==> config.mk <==
export PLATFORM = sky130hd
export DESIGN_NAME = ppu_mem_arbiter
export DESIGN_NICKNAME = d
export VERILOG_FILES = /design/src/rtl/ppu_mem_arbiter.sv
export SDC_FILE = /design/constraint.sdc
export NUM_CORES = 1
export LEC_CHECK = 0
export BUFFER_PORTS_ARGS = -buffer_cell sky130_fd_sc_hd__clkbuf_2
export CAP_MARGIN = 20
export CORE_MARGIN = 4
export CORE_UTILIZATION = 52
export DETAILED_ROUTE_END_ITERATION = 8
export PLACE_DENSITY_LB_ADDON = 0.2
export SYNTH_ARGS = -nofsm -noshare
export SYNTH_HDL_FRONTEND = slang
export SYNTH_SLANG_ARGS = --single-unit
==> constraint.sdc <==
create_clock -name clk -period 5.5 [get_ports clk]
set_input_delay 0.275 -clock clk [delete_from_list [all_inputs] [get_ports clk]]
set_output_delay 0.275 -clock clk [all_outputs]
set_load 0.1 [all_outputs]
==> src/rtl/ppu_mem_arbiter.sv <==
// ppu_mem_arbiter: shares the five PPU memories between buffered host writes
// and PPU read fetches. PPU reads win every cycle; host writes drain from a
// small FIFO into idle slots. Optional starvation guard: define
// PPU_ARB_STARVE_GUARD_EN to force a FIFO pop after STARVE_LIMIT waiting cycles.
module ppu_mem_arbiter #(
  parameter int FIFO_DEPTH   = 8,
  parameter int STARVE_LIMIT = 64
) (
  input  logic        clk,
  input  logic        reset,
  input  logic        host_chipselect,
  input  logic        host_write,
  input  logic [13:0] host_address,
  input  logic [31:0] host_writedata,
  output logic        host_waitrequest,
  input  logic        ppu_req,
  input  logic [2:0]  ppu_sel,
  input  logic [10:0] ppu_addr,
  output logic        ppu_gnt,
  output logic        ppu_rvalid,
  output logic        rw_tile_buffer,
  output logic        rw_tile_graphics,
  output logic        rw_sprite_graphics,
  output logic        rw_color_palettes,
  output logic        rw_OAM,
  output logic [8:0]  addr_tile_buffer,
  output logic [10:0] addr_tile_graphics,
  output logic [10:0] addr_sprite_graphics,
  output logic [2:0]  addr_color_palettes,
  output logic [7:0]  addr_OAM,
  output logic [31:0] write_data_tile_buffer,
  output logic [31:0] write_data_tile_graphics,
  output logic [31:0] write_data_sprite_graphics,
  output logic [23:0] write_data_color_palettes,
  output logic [31:0] write_data_OAM,
  output logic [7:0]  dropped_count
);

  localparam int PW = $clog2(FIFO_DEPTH);

  typedef struct packed {
    logic [13:0] addr;
    logic [31:0] data;
  } host_wr_t;

  host_wr_t       fifo [FIFO_DEPTH];
  host_wr_t       head;
  logic [PW-1:0]  wr_ptr, rd_ptr;
  logic [PW:0]    count;
  logic           full, empty, push, pop;
  logic [2:0]     head_region;
  logic           ppu_mapped, gnt_now, mem_read, force_pop;
  logic [1:0]     vld_pipe;

  // Winning access for this cycle, applied to one memory at the next edge
  logic           acc_valid, acc_wr;
  logic [2:0]     acc_region;
  logic [10:0]    acc_addr;
  logic [31:0]    acc_data;

  assign full             = (count == (PW+1)'(FIFO_DEPTH));
  assign empty            = (count == '0);
  assign host_waitrequest = full;
  // Full is judged on the registered count only, so a same-cycle pop never frees a slot.
  assign push             = host_chipselect && host_write && !full;
  assign head             = fifo[rd_ptr];
  assign head_region      = head.addr[13:11];
  assign ppu_mapped       = ppu_req && (ppu_sel <= 3'd4);
  assign pop              = !empty && (!ppu_mapped || force_pop);
  // Unmapped PPU requests touch no memory, so they are granted alongside a pop.
  assign gnt_now          = ppu_req && !(pop && ppu_mapped);
  assign mem_read         = gnt_now && ppu_mapped;
  assign ppu_gnt          = vld_pipe[0];
  assign ppu_rvalid       = vld_pipe[1];

`ifdef PPU_ARB_STARVE_GUARD_EN
  localparam int SW = $clog2(STARVE_LIMIT + 1);
  logic [SW-1:0] wait_cnt;

  // Count cycles the FIFO head sits unpopped; any pop restarts the count.
  always_ff @(posedge clk) begin
    if (reset || empty || pop)                 wait_cnt <= '0;
    else if (wait_cnt != SW'(STARVE_LIMIT))    wait_cnt <= wait_cnt + 1'b1;
  end

  assign force_pop = !empty && (wait_cnt == SW'(STARVE_LIMIT));
`else
  // Strict PPU priority: the limit only matters when the guard is built in.
  logic [31:0] unused_starve_limit;
  assign unused_starve_limit = 32'(STARVE_LIMIT);
  assign force_pop = 1'b0;
`endif

  // Select the single memory access (PPU read or host write) for this cycle.
  always_comb begin
    acc_valid  = 1'b0;
    acc_wr     = 1'b0;
    acc_region = ppu_sel;
    acc_addr   = ppu_addr;
    acc_data   = head.data;
    if (mem_read) begin
      acc_valid = 1'b1;
    end else if (pop && (head_region <= 3'd4)) begin
      acc_valid  = 1'b1;
      acc_wr     = 1'b1;
      acc_region = head_region;
      acc_addr   = head.addr[10:0];
    end
  end

  // FIFO storage; contents need no reset since count gates every read.
  always_ff @(posedge clk) begin
    if (push) fifo[wr_ptr] <= '{addr: host_address, data: host_writedata};
  end

  // FIFO pointers and occupancy.
  always_ff @(posedge clk) begin
    if (reset) begin
      wr_ptr <= '0;
      rd_ptr <= '0;
      count  <= '0;
    end else begin
      if (push) wr_ptr <= wr_ptr + 1'b1;
      if (pop)  rd_ptr <= rd_ptr + 1'b1;
      count <= count + (PW+1)'(push) - (PW+1)'(pop);
    end
  end

  // Grant -> read-valid pipeline for the 1-cycle RAMs.
  always_ff @(posedge clk) begin
    if (reset) vld_pipe <= '0;
    else       vld_pipe <= {vld_pipe[0], gnt_now};
  end

  // Saturating count of writes that targeted an unmapped region.
  always_ff @(posedge clk) begin
    if (reset)
      dropped_count <= '0;
    else if (pop && (head_region > 3'd4) && (dropped_count != 8'hFF))
      dropped_count <= dropped_count + 1'b1;
  end

  // Drive the chosen memory; others read with addr/data held.
  always_ff @(posedge clk) begin
    if (reset) begin
      rw_tile_buffer             <= 1'b0;
      rw_tile_graphics           <= 1'b0;
      rw_sprite_graphics         <= 1'b0;
      rw_color_palettes          <= 1'b0;
      rw_OAM                     <= 1'b0;
      addr_tile_buffer           <= '0;
      addr_tile_graphics         <= '0;
      addr_sprite_graphics       <= '0;
      addr_color_palettes        <= '0;
      addr_OAM                   <= '0;
      write_data_tile_buffer     <= '0;
      write_data_tile_graphics   <= '0;
      write_data_sprite_graphics <= '0;
      write_data_color_palettes  <= '0;
      write_data_OAM             <= '0;
    end else begin
      rw_tile_buffer     <= 1'b0;
      rw_tile_graphics   <= 1'b0;
      rw_sprite_graphics <= 1'b0;
      rw_color_palettes  <= 1'b0;
      rw_OAM             <= 1'b0;
      if (acc_valid) begin
        case (acc_region)
          3'd0: begin
            addr_tile_buffer <= acc_addr[8:0];
            if (acc_wr) begin
              write_data_tile_buffer <= acc_data;
              rw_tile_buffer         <= 1'b1;
            end
          end
          3'd1: begin
            addr_tile_graphics <= acc_addr;
            if (acc_wr) begin
              write_data_tile_graphics <= acc_data;
              rw_tile_graphics         <= 1'b1;
            end
          end
          3'd2: begin
            addr_sprite_graphics <= acc_addr;
            if (acc_wr) begin
              write_data_sprite_graphics <= acc_data;
              rw_sprite_graphics         <= 1'b1;
            end
          end
          3'd3: begin
            addr_color_palettes <= acc_addr[2:0];
            if (acc_wr) begin
              write_data_color_palettes <= acc_data[23:0];
              rw_color_palettes         <= 1'b1;
            end
          end
          3'd4: begin
            addr_OAM <= acc_addr[7:0];
            if (acc_wr) begin
              write_data_OAM <= acc_data;
              rw_OAM         <= 1'b1;
            end
          end
          default: ;
        endcase
      end
    end
  end

endmodule

==> summary.txt, run 1 <==
dpl cell area: 24170 um2
VDD IR-drop max: 0.6127 mV
Synth cell types: 48
antenna viol nets, final: 0
Worst Max-Slew Pin Slew: 1.103 ns
Std-Cell Rows: 75
Routed WL per cell: 22.35 um
P_leak: 9.370 nW
WP data arrival: 3.84 ns
Final period util: 60.87%
slew margin rel.: 26.13%
synthesis-to-layout area growth: 19.24%
TritonRoute pass-1 iters: 5
clock share of power: 25.2%
Sw Pwr: 6.375 mW
die area: 46210 um2
Syn Inst Count: 1543
H-Tree Level Count: 2
worst hold path cell count: 3
clock skew: 0.01510 ns
vias post-DR: 13990
first-pass GRT wire length: 83.81 mm
r2r setup slk: 2.15 ns
mux cell area share after synthesis: 11.91%
starting density of the core: 52.87%
Core ar.: 42130 um2
Crit Reg-Reg Endpoint: addr_tile_buffer[1]
fmax: 298.7 MHz
Hold EP: addr_sprite_graphics[6]
hold path startpoint: ppu_addr[6]
Reg area: 15500 um2
GRT overflow: 0
Area contributors post-synth: edfxtp_1 (50%), dfxtp_1 (20%), mux4_2 (9.3%), nor2_1 (5.4%), nor3_1 (3.5%)
Bufs and invs on worst path: 0
die height: 215.0 um
Multi-input gate area: 6306 um2
Clock Pin Slew Worst Setup and Hold Paths: 0.06 ns
worst setup path class: reg -> reg
synth warn: 0
Critical Path Max Stage Delay: 0.76 ns
RSZ-0062 raised after global routing: no
Post CTS Setup Buffer Count: 0
Worst Path Max Fanout: 35
I/O pins: 275
sequential share of the synthesized area: 69.56%
Synth area leader: edfxtp_1
final hold viol count: 0
Final setup viols: 0
Setup TNS Final: 0 ns
commonest non-fill, non-tap cell in the layout: edfxtp_1
CP cell instances: mux4_2 > mux2_2 > o21ai_4 > a21oi_1 > o32ai_1
CP required: 6.00 ns
Port Buffers: 274
largest net degree at the start of global routing: 118
design area: 26560 um2
GPL Wtd Cong: 0.8253
count of flip-flops with a built-in enable after synthesis: 368
minimum clock period: 3.348 ns
simple-gate share of the synthesized area: 11.32%
CP Launch Type: register
vias in the first global route: 13650
nets: 1931
switching share of power: 42.27%
Largest delay share family, worst path: compound AO/OA/AOI/OAI gates
Filler cells: 3134
status: completed
commonest non-fill, non-tap cells in the layout: edfxtp_1 (368), nor2_1 (317), clkbuf_2 (274), dfxtp_1 (219), nor3_1 (152)
worst-skew pair later-pin latency: 0.60 ns
post-synthesis xor/xnor area fraction: 0.2359%
Num CTS Buffers: 57
async set-reset flop share out of synthesis: 0%
gr usage total: 23.35%
Clock Sinks: 590
P_int: 8.708 mW
Routed WL: 54.60 mm
Power Dens Cells: 567.8 nW/um2
placed wire-length estimate: 33.32 mm
Synth Register Bits: 590
main combinational cell family by area after synthesis: multiplexers
ratio of cells with drive above 1 in the final layout: 28.72%
DRC: 0
Final Max Slew Viols: 0
Maximum Capacitance Violations: 0
Critical-path top delay cell: dfxtp_4
post-synth top area share: 49.61%
Reg2Reg Depth: 5
Syn Nets: 1618
Comb power frac: 38.0%
Mapped Area: 22280 um2
vias per std cell: 5.727
CTS tree: built
initial antenna violation count: 7
Final Core Density: 63.04%
Synth Flop Type: edfxtp_1
Worst Hold Class: in -> reg
initial drt markers: 1336
CTS max path bufs: 3
Avg Inst Size Synth: 14.44 um2
Reg power frac: 36.8%
Worst setup EP type: register
Die X: 215.0 um
Synth Area in Adders: 0.5954%
Root Buffer Master: clkbuf_16
complex-gate fraction of the synthesized area: 3.982%
## cell usage after synthesis (all sizes together) (4+ instances only)
cell / instances
nor2b: 4
nor3: 156
mux4: 92
nand4: 8
nor2: 320
o21ai: 5
edfxtp: 368
dfxtp: 222
clkbuf: 57
mux2: 35
nor4: 8
a41oi: 11
and3: 13
a21oi: 22
mux2i: 15
nand2: 24
a21o: 4
a2111oi: 11
o31ai: 27
o32ai: 20
inv: 31
or4: 4
buf: 38
nand3: 17
ha: 9
## cells by family after synthesis
kind of cell,after synthesis
multiplexers,142
adder cells (fa/ha/maj),10
AND/OR/NAND/NOR,561
flip-flops,590
buffers and inverters,126
XOR/XNOR,6
AO/OA/AOI/OAI,108
## power by group through the flow
| stage | registers (mW) | logic, mW | clock network (mW) |
|---|---|---|---|
| after floorplan | 7.95 | 2.18 | 0 |
| after global placement | 5.63 | 5.60 | 0 |
| after detailed placement | 5.65 | 5.64 | 0 |
| after CTS | 5.55 | 5.69 | 3.87 |
| after global routing | 5.61 | 6.02 | 4.05 |
| final | 5.55 | 5.74 | 3.80 |
## what timing repair did
action / 4_1_cts / 5_1_grt
hold endpoints to repair: 369 / 0
resized for setup: 0 / 0
hold buffers: 47 / 0
## final cells by class
| class | count | share of cell area (%) |
|---|---|---|
| clock inverters | 19 | 0.6453 |
| multi-input cells | 827 | 23.74 |
| well taps | 539 | 2.539 |
| repair buffers | 349 | 8.012 |
| inverters | 31 | 0.4381 |
| clock buffers | 85 | 6.232 |
| diodes | 3 | 0.02826 |
| flip-flops and latches | 590 | 58.37 |
## sequential cells by signal, indices dropped and copies added, names as in the netlist, 11 cells and up, named ones only
name,cells
fifo,368
write_data_OAM,32
write_data_sprite_graphics,32
write_data_tile_buffer,32
write_data_tile_graphics,32
write_data_color_palettes,24
addr_sprite_graphics,11
addr_tile_graphics,11
## worst reg2reg max path, stage by stage (launching register included)
cell and delay (ns):
dfxtp_4 0.76, mux4_2 0.65, mux2_2 0.41, o21ai_4 0.74
a21oi_1 0.32, o32ai_1 0.35
## worst max path at each step
stage	startpoint	end	slack [ns]	depth (start not counted)
CTS	count[1]	dropped_count[5]	2.06	7
finish	register	addr_tile_buffer[1]	2.15	5
global placement	count[2]	dropped_count[5]	2.25	8
floorplan	count[2]	fifo[2][0]	0.77	5
detailed placement	count[2]	dropped_count[5]	2.09	8
global route	register	addr_tile_buffer[1]	1.93	5
## stage by stage
stage / power (mW) / instances / hold slack, ns / setup slack [ns]
2_1_floorplan: 10.12 / 1543 / 0.3739 / 0.7723
3_3_place_gp: 11.23 / 2285 / 0.4491 / 2.251
3_5_place_dp: 11.29 / 2285 / 0.4574 / 2.087
4_1_cts: 15.11 / 2436 / 0.02909 / 2.059
5_1_grt: 15.68 / 2443 / 0.05963 / 1.930
6_report: 15.08 / 2443 / 0.06556 / 2.152
## routing by layer
metal  part of all wire [%]  global-route usage (%)
met3                    7.1                   4.873
met5                  0.051                       0
met4                    2.4                   6.614
met1                     44                   34.39
met2                     46                   35.75
No activity file was read; power rests on OpenSTA's default activity.
==> inputs of run 2 (changes only) <==
clock period = 2.9 ns   (was 5.5 ns; I/O delays follow)
==> run 2 against run 1 <==
- sequential share of layout area fell by 0.74 points
- first-iteration DRC count grew 5.0%
- die area unchanged
- maximum frequency rose by 27%
- flip-flop and latch count stayed put
- global-route usage grew 0.076 points
- critical endpoint unchanged
==> summary.txt, run 2 (synthesized netlist as in run 1, its figures left out) <==
status: completed
ratio of cells with drive above 1 in the final layout: 29.14% (+0.42 points)
WP data arrival: 3.14 ns (-0.70 ns)
clock skew: 0.02201 ns (+0.006906 ns)
Hold EP: addr_color_palettes[2]
Crit Reg-Reg Endpoint: addr_tile_buffer[1]
worst-skew pair later-pin latency: 0.61 ns (about the same)
Die X: 215.0 um (unchanged)
antenna viol nets, final: 0 (unchanged)
I/O pins: 275 (unchanged)
Root Buffer Master: clkbuf_16
dpl cell area: 24520 um2 (+1.4%)
Most flops, register: fifo
vias per std cell: 5.721 (about the same)
gr usage total: 23.42% (+0.076 points)
Final period util: 91.04% (+30 points)
Worst Max-Slew Pin Slew: 1.051 ns (-0.05225 ns)
GPL Wtd Cong: 0.8136 (-1.4%)
TritonRoute pass-1 iters: 6 (+1)
Worst Path Max Fanout: 35 (unchanged)
max reg flops: 368 (unchanged)
worst hold path cell count: 4 (+1)
fmax: 378.8 MHz (+27%)
Reg area: 15500 um2 (unchanged)
Critical Path Max Stage Delay: 0.57 ns (-0.19 ns)
pre-CTS setup slack: 0.3001 ns (-1.787 ns)
die height: 215.0 um (unchanged)
Clock Sinks: 590 (unchanged)
largest net degree at the start of global routing: 195 (+65%)
Clock Pin Slew Worst Setup and Hold Paths: 0.06 ns (about the same)
final hold viol count: 0 (unchanged)
r2r setup slk: 0.26 ns (-1.89 ns)
switching share of power: 42.50% (+0.23 points)
Power Dens Cells: 1061 nW/um2 (+87%)
Port Buffers: 274 (unchanged)
slew margin rel.: 29.63% (+3.5 points)
worst setup path class: reg -> reg
Final setup viols: 0 (unchanged)
Setup TNS Final: 0 ns (unchanged)
Std-Cell Rows: 75 (unchanged)
Worst setup EP type: register
CP required: 3.40 ns (-2.60 ns)
commonest non-fill, non-tap cells in the layout: edfxtp_1 (368), nor2_1 (317), clkbuf_2 (275), dfxtp_1 (219), nor3_1 (152)
die area: 46210 um2 (unchanged)
P_int: 16.41 mW (+88%)
Sw Pwr: 12.13 mW (+90%)
Routed WL per cell: 22.24 um (-0.50%)
total chip power: 28.54 mW (+89%)
VDD IR-drop max: 1.179 mV (+92%)
GRT overflow: 0 (unchanged)
clock share of power: 24.6% (-0.6 points)
CP Launch Type: register
Filler cells: 3076 (-1.9%)
Core ar.: 42130 um2 (unchanged)
first-pass GRT wire length: 84.09 mm (+0.34%)
hold path startpoint: ppu_sel[1]
Routed WL: 54.84 mm (+0.44%)
hold buffer count at cts: 60 (+28%)
Reg power frac: 36.3% (-0.5 points)
Critical-path top delay cell: mux4_2
Multi-input gate area: 6335 um2 (+0.46%)
design area: 26900 um2 (+1.3%)
CTS tree: built
Num CTS Buffers: 58 (+1.8%)
RSZ-0062 raised after global routing: no
placed wire-length estimate: 33.72 mm (+1.2%)
Post CTS Setup Buffer Count: 0 (unchanged)
Comb power frac: 39.1% (+1.1 points)
P_leak: 9.487 nW (+1.3%)
post-CTS sizing: 0 (unchanged)
vias in the first global route: 13780 (+0.92%)
synthesis-to-layout area growth: 20.77%
vias post-DR: 14110 (+0.84%)
initial drt markers: 1403 (+5.0%)
Reg2Reg Depth: 6 (+1)
Final Max Slew Viols: 0 (unchanged)
setup ws final: 0.2599 ns (-1.892 ns)
minimum clock period: 2.640 ns (-0.7076 ns)
initial antenna violation count: 5 (-2)
CP cell instances: mux4_2 > mux2_2 > o21ai_4 > buf_4 > a21oi_1 > o32ai_1
starting density of the core: 52.87% (unchanged)
Worst Hold Class: in -> reg
Maximum Capacitance Violations: 0 (unchanged)
CTS max path bufs: 3 (unchanged)
commonest non-fill, non-tap cell in the layout: edfxtp_1
H-Tree Level Count: 2 (unchanged)
nets: 1956 (+1.3%)
DRC: 0 (unchanged)
## run 2: cell type report
class                      count  area share [%]
tap                          539           2.507
inverter                      31          0.4325
clock inverter                20          0.4837
multi-input combinational    827           23.55
sequential                   590           57.63
antenna                        2         0.01860
clock buffer                  84           6.102
timing repair buffer         373           9.279
## run 2: power by group through the flow
stage	clock network (mW)	logic (mW)	registers (mW)
2_1_floorplan	0	4.14	15.1
3_3_place_gp	0	11.0	10.5
3_5_place_dp	0	11.1	10.5
4_1_cts	7.12	11.2	10.4
5_1_grt	7.49	11.7	10.5
6_report	7.01	11.2	10.4
## run 2: worst max-delay path by stage
stage | endpoint | slack, ns | from | depth (start not counted)
2_1_floorplan | fifo[7][0] | -0.42 | count[2] | 5
3_3_place_gp | addr_sprite_graphics[10] | 0.39 | register | 5
3_5_place_dp | addr_tile_graphics[1] | 0.30 | register | 6
4_1_cts | addr_tile_buffer[1] | 0.26 | register | 6
5_1_grt | addr_tile_graphics[1] | 0.11 | register | 6
6_report | addr_tile_buffer[1] | 0.26 | register | 6
## run 2: metrics by stage
| stage | hold slack [ns] | cells | utilization [%] |
|---|---|---|---|
| 2_1_floorplan | 0.2439 | 1543 | - |
| 3_3_place_gp | 0.4170 | 2299 | 58.19 |
| 3_5_place_dp | 0.4212 | 2299 | 58.19 |
| 4_1_cts | 0.005181 | 2463 | 63.82 |
| 5_1_grt | 0.05451 | 2466 | 63.85 |
| 6_report | 0.04368 | 2466 | 63.85 |
## run 2: worst max-delay path: cells and delay by family, from the launching register on
family,cells,cell delay [ns]
multiplexers,2,0.99
buffers and inverters,1,0.36
flip-flops,1,0.44
AO/OA/AOI/OAI,3,0.72
## run 2: layer usage
metal / vias up / global-route usage (%) / wire length, um / part of all wire, %
met3: 106 / 5.071 / 4014 / 7.3
met2: 523 / 36.06 / 25190 / 46
met4: 6 / 5.841 / 1310 / 2.4
met5: - / 0 / 28 / 0.051
li1: 6463 / - / - / -
met1: 7010 / 34.58 / 24300 / 44
